## src/rtl/fp_pkg.sv

```systemverilog
// Shared FP writeback types: register-file geometry and the arbiter's "last winner" encoding.
package fp_pkg;

    localparam int FP_DATA_W = 32;
    localparam int FP_REG_N  = 32;
    localparam int FP_IDX_W  = $clog2(FP_REG_N);

    typedef logic [FP_IDX_W-1:0] fp_idx_t;

    typedef enum logic {
        WB_FPU = 1'b0,
        WB_LSU = 1'b1
    } wb_src_e;

endpackage

```

## src/rtl/rr_arb2.sv

```systemverilog
// Two-way round-robin arbiter for the FP write port; bit 0 = FPU, bit 1 = LSU.
module rr_arb2
    import fp_pkg::*;
(
    input  logic       clk,
    input  logic       rst,
    input  logic [1:0] req,
    output logic [1:0] grant
);

    wb_src_e last;

    // On conflict the side that did not win last time goes first.
    always_comb begin
        grant    = 2'b00;
        grant[0] = req[0] & (~req[1] | (last == WB_LSU));
        grant[1] = req[1] & (~req[0] | (last == WB_FPU));
    end

    // Resetting to LSU hands the first conflict to the FPU.
    always_ff @(posedge clk or posedge rst) begin
        if (rst)
            last <= WB_LSU;
        else if (|grant)
            last <= grant[1] ? WB_LSU : WB_FPU;
    end

endmodule

```

## src/rtl/fp_wb_scheduler.sv

```systemverilog
// FP writeback scheduler: arbitrates FPU/LSU onto the single register-file write port
// and keeps a per-register busy scoreboard for decode hazard stalls.
module fp_wb_scheduler
    import fp_pkg::*;
#(
    parameter  int DATA_W = FP_DATA_W,
    parameter  int REG_N  = FP_REG_N,
    localparam int IDX_W  = $clog2(REG_N)
) (
    input  logic              clk,
    input  logic              rst,
    input  logic              flush,
    input  logic              issue_valid,
    input  logic [IDX_W-1:0]  issue_rd,
    input  logic [IDX_W-1:0]  rs1_index,
    input  logic [IDX_W-1:0]  rs2_index,
    input  logic              rs1_used,
    input  logic              rs2_used,
    output logic              hazard,
    input  logic              fpu_req,
    input  logic [IDX_W-1:0]  fpu_rd,
    input  logic [DATA_W-1:0] fpu_data,
    output logic              fpu_grant,
    input  logic              lsu_req,
    input  logic [IDX_W-1:0]  lsu_rd,
    input  logic [DATA_W-1:0] lsu_data,
    output logic              lsu_grant,
    output logic              wb_en,
    output logic [IDX_W-1:0]  wb_rd,
    output logic [DATA_W-1:0] wb_data
);

    logic [REG_N-1:0] busy;
    logic [REG_N-1:0] set_mask;
    logic [REG_N-1:0] clr_mask;
    logic [1:0]       grant;

    rr_arb2 u_arb (
        .clk   (clk),
        .rst   (rst),
        .req   ({lsu_req, fpu_req}),
        .grant (grant)
    );

    assign fpu_grant = grant[0];
    assign lsu_grant = grant[1];

    assign hazard = (rs1_used    && busy[rs1_index]) ||
                    (rs2_used    && busy[rs2_index]) ||
                    (issue_valid && busy[issue_rd]);

    assign set_mask = (issue_valid && !hazard) ? (REG_N'(1) << issue_rd) : '0;
    assign clr_mask = wb_en ? (REG_N'(1) << wb_rd) : '0;

    // Set is applied after clear so an issue landing on a committing register stays busy.
    always_ff @(posedge clk or posedge rst) begin
        if (rst)
            busy <= '0;
        else if (flush)
            busy <= '0;
        else
            busy <= (busy & ~clr_mask) | set_mask;
    end

    always_ff @(posedge clk or posedge rst) begin
        if (rst) begin
            wb_en   <= 1'b0;
            wb_rd   <= '0;
            wb_data <= '0;
        end else begin
            wb_en <= |grant;
            if (grant[0]) begin
                wb_rd   <= fpu_rd;
                wb_data <= fpu_data;
            end else if (grant[1]) begin
                wb_rd   <= lsu_rd;
                wb_data <= lsu_data;
            end
        end
    end

endmodule

```

## config.mk

```make
export PLATFORM = sky130hd
export DESIGN_NAME = fp_wb_scheduler
export DESIGN_NICKNAME = d
export VERILOG_FILES = /design/src/rtl/fp_pkg.sv /design/src/rtl/rr_arb2.sv /design/src/rtl/fp_wb_scheduler.sv
export SDC_FILE = /design/constraint.sdc
export NUM_CORES = 1
export LEC_CHECK = 0
export BUFFER_PORTS_ARGS = -buffer_cell sky130_fd_sc_hd__buf_4
export CAP_MARGIN = 30
export CORE_ASPECT_RATIO = 1.75
export CORE_MARGIN = 3
export CORE_UTILIZATION = 51
export DETAILED_ROUTE_END_ITERATION = 12
export HOLD_SLACK_MARGIN = 0.15
export PLACE_DENSITY = 0.81
export SETUP_SLACK_MARGIN = 0.4
export SLEW_MARGIN = 0
export SYNTH_ARGS = -nofsm -noshare
export SYNTH_HDL_FRONTEND = slang
export SYNTH_SLANG_ARGS = --single-unit
```

## constraint.sdc

```tcl
create_clock -name clk -period 3.3 [get_ports clk]
set_input_delay 0.495 -clock clk [delete_from_list [all_inputs] [get_ports clk]]
set_output_delay 0.495 -clock clk [all_outputs]
set_load 0.05 [all_outputs]
```

=== Word-level counts from Yosys, hierarchy flattened ===
Cells that the tools add are included.

* $lt $le $gt $ge: 3
* Shift-type cells: 2
* Mux-type cells: 14
* Bitwise logic cells: 10
* Reductions and logical operators: 9

{| class="wikitable"
|+ Operators with widths
! operator !! number
|-
| 32-bit two-way mux || 5
|-
| 1-bit by 5-bit left shift with 32-bit output (first input constant) || 2
|-
| 32-bit AND || 1
|-
| 32-bit NOT || 1
|-
| 32-bit bitwise OR || 1
|-
| 5-bit by 6-bit less-than comparator with 1-bit output (second input constant) || 3
|-
| 1-bit binary-select mux with 5-bit select || 3
|-
| 5-bit two-way mux || 2
|-
| 1-bit logical AND || 4
|-
| 1-bit two-way mux || 4
|-
| 1-bit NOT || 3
|-
| 1-bit AND || 2
|-
| 1-bit logical OR || 2
|-
| 1-bit bitwise OR || 2
|-
| 2-bit nonzero test || 1
|-
| 2-bit OR reduction || 1
|-
| 1-bit zero test || 1
|}

* Register bits after elaboration: 71
* Input bits: 97

=== Longest topological paths before layout ===
* Word-level depth: 10
* Gate-level depth with buffers: 9
* Gate-level depth less buffers: 6

=== Modules after synthesis ===
A second synthesis with hierarchy kept.

* Cells, all modules: 400
* Area, all modules: 4352.9 um^2

{| class="wikitable"
|+ By module, submodules not included
! module !! instances !! cells each !! area each (um^2)
|-
| fp_wb_scheduler || 1 || 393 || 4295.4
|-
| rr_arb2 || 1 || 7 || 57.6
|}

=== Least setup slack after synthesis ===
OpenSTA, ideal clock, no wires.

* Path type: in2out
* Start point: in rs2_index[1]
* End point: out hazard
* Arrival: 2.395 ns
* Required time: 2.805 ns
* Setup slack: 0.410 ns
* Stages: 7
* Cells stage by stage: clkbuf_1 -> mux4_2 -> mux2_2 -> o21ai_0 -> a311oi_1 -> a221o_2 -> buf_6

* Longest elaborated chain between the ends: 5

{| class="wikitable"
|+ Ends and longest elaborated chain
! item !! RTL line !! source
|-
| from (decl) || fp_wb_scheduler.sv:16 || <nowiki>input logic [IDX_W-1:0] rs2_index,</nowiki>
|-
| 1-bit binary-select mux with 5-bit select || fp_wb_scheduler.sv:49 || <nowiki>(rs2_used && busy[rs2_index]) ||</nowiki>
|-
| 1-bit two-way mux (implied by the code) || fp_wb_scheduler.sv:49 ||
|-
| 1-bit logical AND || fp_wb_scheduler.sv:49 ||
|-
| 1-bit logical OR || fp_wb_scheduler.sv:48 || <nowiki>assign hazard = (rs1_used && busy[rs1_index]) ||</nowiki>
|-
| 1-bit logical OR || fp_wb_scheduler.sv:49 ||
|-
| to (decl) || fp_wb_scheduler.sv:19 || <nowiki>output logic hazard,</nowiki>
|}

No other way between the ends. The select of a mux whose other input is x is not followed.

=== Final worst setup path ===
* Start point: reg busy[15]
* End point: out hazard

* Longest elaborated chain between the ends: 5
* Elaborated cells between the ends (all ways): 11

{| class="wikitable"
|+ Ends and longest elaborated chain
! item !! RTL line !! source
|-
| from (decl) || fp_wb_scheduler.sv:33 || <nowiki>logic [REG_N-1:0] busy;</nowiki>
|-
| from (signal assigned) || fp_wb_scheduler.sv:62 || <nowiki>busy <= (busy & ~clr_mask) | set_mask;</nowiki>
|-
| 1-bit binary-select mux with 5-bit select, on equally long branches || fp_wb_scheduler.sv:48, fp_wb_scheduler.sv:49 ||
|-
| 1-bit two-way mux, on equally long branches || fp_wb_scheduler.sv:48, fp_wb_scheduler.sv:49 ||
|-
| 1-bit logical AND, on equally long branches || fp_wb_scheduler.sv:48, fp_wb_scheduler.sv:49 ||
|-
| 1-bit logical OR || fp_wb_scheduler.sv:48 ||
|-
| 1-bit logical OR * || fp_wb_scheduler.sv:49 ||
|}

Every way passes the cells marked *; elsewhere a longest branch is shown, timed or not. The select of a mux whose other input is x is not followed.

==> flow_summary.ini <==
[setup_path]
crit_type = reg2out
slowest_stage = mux4_2
cp.required_ns = 2.80
cp_num_buf_inv = 1
regToRegEndpoint = busy[24]$_DFF_PP0_
crit_path_end_kind = output port
reg2reg_from = busy[15]$_DFF_PP0_
cp-start-kind = register
max_stage_delay_ns = 0.47
crit_family = multiplexers
crit_arrival_ns = 2.42
path_cells = mux4_2, mux2_4, a211oi_4, a211oi_2, a221o_2, buf_8
crit_fanout = 4
reg2reg_slack_ns = 0.70
reg2reg_depth = 7

[synth]
syn-instance-count = 414
synth_top_area_cell = dfrtp_1
syn_avg_cell_area_um2 = 9.84
synth_edf_count = 0
synth_area_leaders = dfrtp_1 (43%), mux4_2 (9.4%), nor2_1 (7.1%)
synthTopCellsByCount = nor2_1 (77), dfrtp_1 (70), o22ai_1 (33)
ys.flop_type = dfrtp_1
synth_top_area_share_pct = 43.0
yosysMostFrequentCell = nor2_1
async_flop_share_pct = 100
yosysSeqAreaShare_pct = 43.6
ys_seq_elements = 71
yosys_warnings = 0
synth_cell_types = 37
syn-cell-area_um2 = 4070
syn-num-nets = 511

[sta]
fin_crit_sh_pct = 88.4
tns_ns = 0
final-setup-viol-count = 0
finalHoldViolCount = 0
clock-skew-final_ns = 0.00370
max_slew.worst_pin.slew_ns = 0.585
rsz0062_at_grt = yes
fmax_mhz = 343
relSlewSlack_pct = 60.7
slew_violations = 0
period_needed_ns = 2.92
hold_ws_ns = 0.172

[route]
drc = 0
routed_wl_um = 12700
vias = 4067
ant_nets = 0
post_drt_wl_per_cell_um = 20.1
via_per_inst = 6.40
firstDrtPassIters = 5
dr.first_iter.drc_count = 252

[worst_hold_path]
hp-class = in2async

[floorplan]
dieHeight_um = 124
num_rows = 42
core_um2 = 7670
die_w_um = 73.6
ioPinCount = 138
die-area_um2 = 9140
initial_core_util_pct = 53.1

[global_routing]
grt_overflow = 0
grt_use_met3_pct = 8.17
antenna_found_initial = 0
top_usage_layer = met2
grt_use_total_pct = 29.6
use_met1_pct = 30.5
grt_pass1_wl_um = 20900
grt_pass1_vias = 4344
use_met2_pct = 51.6
grt_max_degree = 54

[clock_network]
cts_tree = built
clk_pin_slew_ns = 0.05
max-clock-path-buffers = 2
htree_levels = 3
clk_latency_ns = 0.33
cts_root_buffer = clkbuf_16
numCtsBuffers = 9
cts_sinks = 71

[layout]
fin_nets = 640
finish.instance_area_um2 = 5470
insertedDiodeCount = 0
num-fill-cells = 605
area_growth_pct = 34.3
drive_gt1_share_pct = 36.7

[place]
place.gp.congestion = 0.957
dp_hpwl_um = 9620
port_buffers = 137
dpl_cell_area_um2 = 5110

[pwr]
total_power_mw = 2.63
p_leak_nw = 2.42
p_per_area_nw_per_um2 = 480
peakVddDrop_v = 0.000535

[run]
maxCapViolCount = 0

[status]
status = complete, no violations
==> placed cells by master, fill, tap and decap left out, types with 2 or more instances in the layout <==
cell type,n
a31oi_1,6
buf_4,148
clkbuf_1,3
clkbuf_16,9
clkbuf_8,3
dfrtp_1,70
inv_1,7
mux2_2,9
mux2i_1,8
mux4_2,21
nand2_1,32
nand2b_1,5
nand3_1,29
nand3b_1,2
nand4_1,2
nand4b_1,3
nor2_1,77
nor2b_1,5
nor3_1,2
nor3b_1,2
o211ai_1,14
o21ai_0,3
o22ai_1,33
o311ai_0,4
o31ai_1,32
or3_1,2
==> through the flow <==
step	instances	worst slack (ns)	utilization, %
floorplan	414	0.410	-
global placement	611	0.353	66.6
detailed placement	611	0.301	66.6
CTS	633	0.404	70.9
global route	635	0.358	71.3
finish	635	0.382	71.3
==> area by class of cell <==
class / instances / area (um2) / share of cell area (%)
multi-input combinational: 301 / 2110 / 38.6
sequential: 71 / 1780 / 32.5
clock buffer: 15 / 278 / 5.08
timing repair buffer: 151 / 1160 / 21.2
inverter: 9 / 33.8 / 0.617
tap: 88 / 110 / 2.01
==> repair_timing <==
action                                  4_1_cts  5_1_grt
endpoints found under the setup margin        1        1
pin swaps                                     2        4
resized for setup                             7        6
hold endpoints to repair                      0        0
hold buffers                                  0        0
buffers inserted                              7        2
==> how the worst max path moves through the flow <==
stage / startpoint / endpoint / cells past startpoint
3_3_place_gp: issue_rd[0] / hazard / 7
3_5_place_dp: issue_rd[0] / hazard / 7
5_1_grt: busy[11]$_DFF_PP0_ / hazard / 6
6_report: busy[15]$_DFF_PP0_ / hazard / 6
2_1_floorplan: rs2_index[1] / hazard / 7
4_1_cts: busy[3]$_DFF_PP0_ / hazard / 6
==> cells by family after synthesis <==
| group | after synthesis | synth area share (%) |
|---|---|---|
| buffers and inverters | 42 | 4.64 |
| AO/OA/AOI/OAI | 100 | 17.5 |
| multiplexers | 39 | 16.7 |
| flip-flops | 71 | 43.6 |
| AND/OR/NAND/NOR | 162 | 17.5 |
==> power by group <==
part           internal [mW]  switching, mW  total [mW]  leakage (nW)
sequential             0.937         0.0693        1.01         0.882
clock                  0.567          0.327       0.893         0.136
combinational          0.255          0.472       0.727          1.40
==> metal layers <==
layer | part of all wire [%] | vias to the layer above
met3 | 8.0 | 51
met2 | 55 | 229
met4 | 4.6 | 0
li1 | - | 1811
met1 | 33 | 1976
met5 | 0 | -
==> registers in the layout, summed over array words and instances (netlist names) <==
register and flops:
busy 32, u_arb.last 1, wb_data 32, wb_en 1, wb_rd 5
Power figures use the tool's default switching activity.
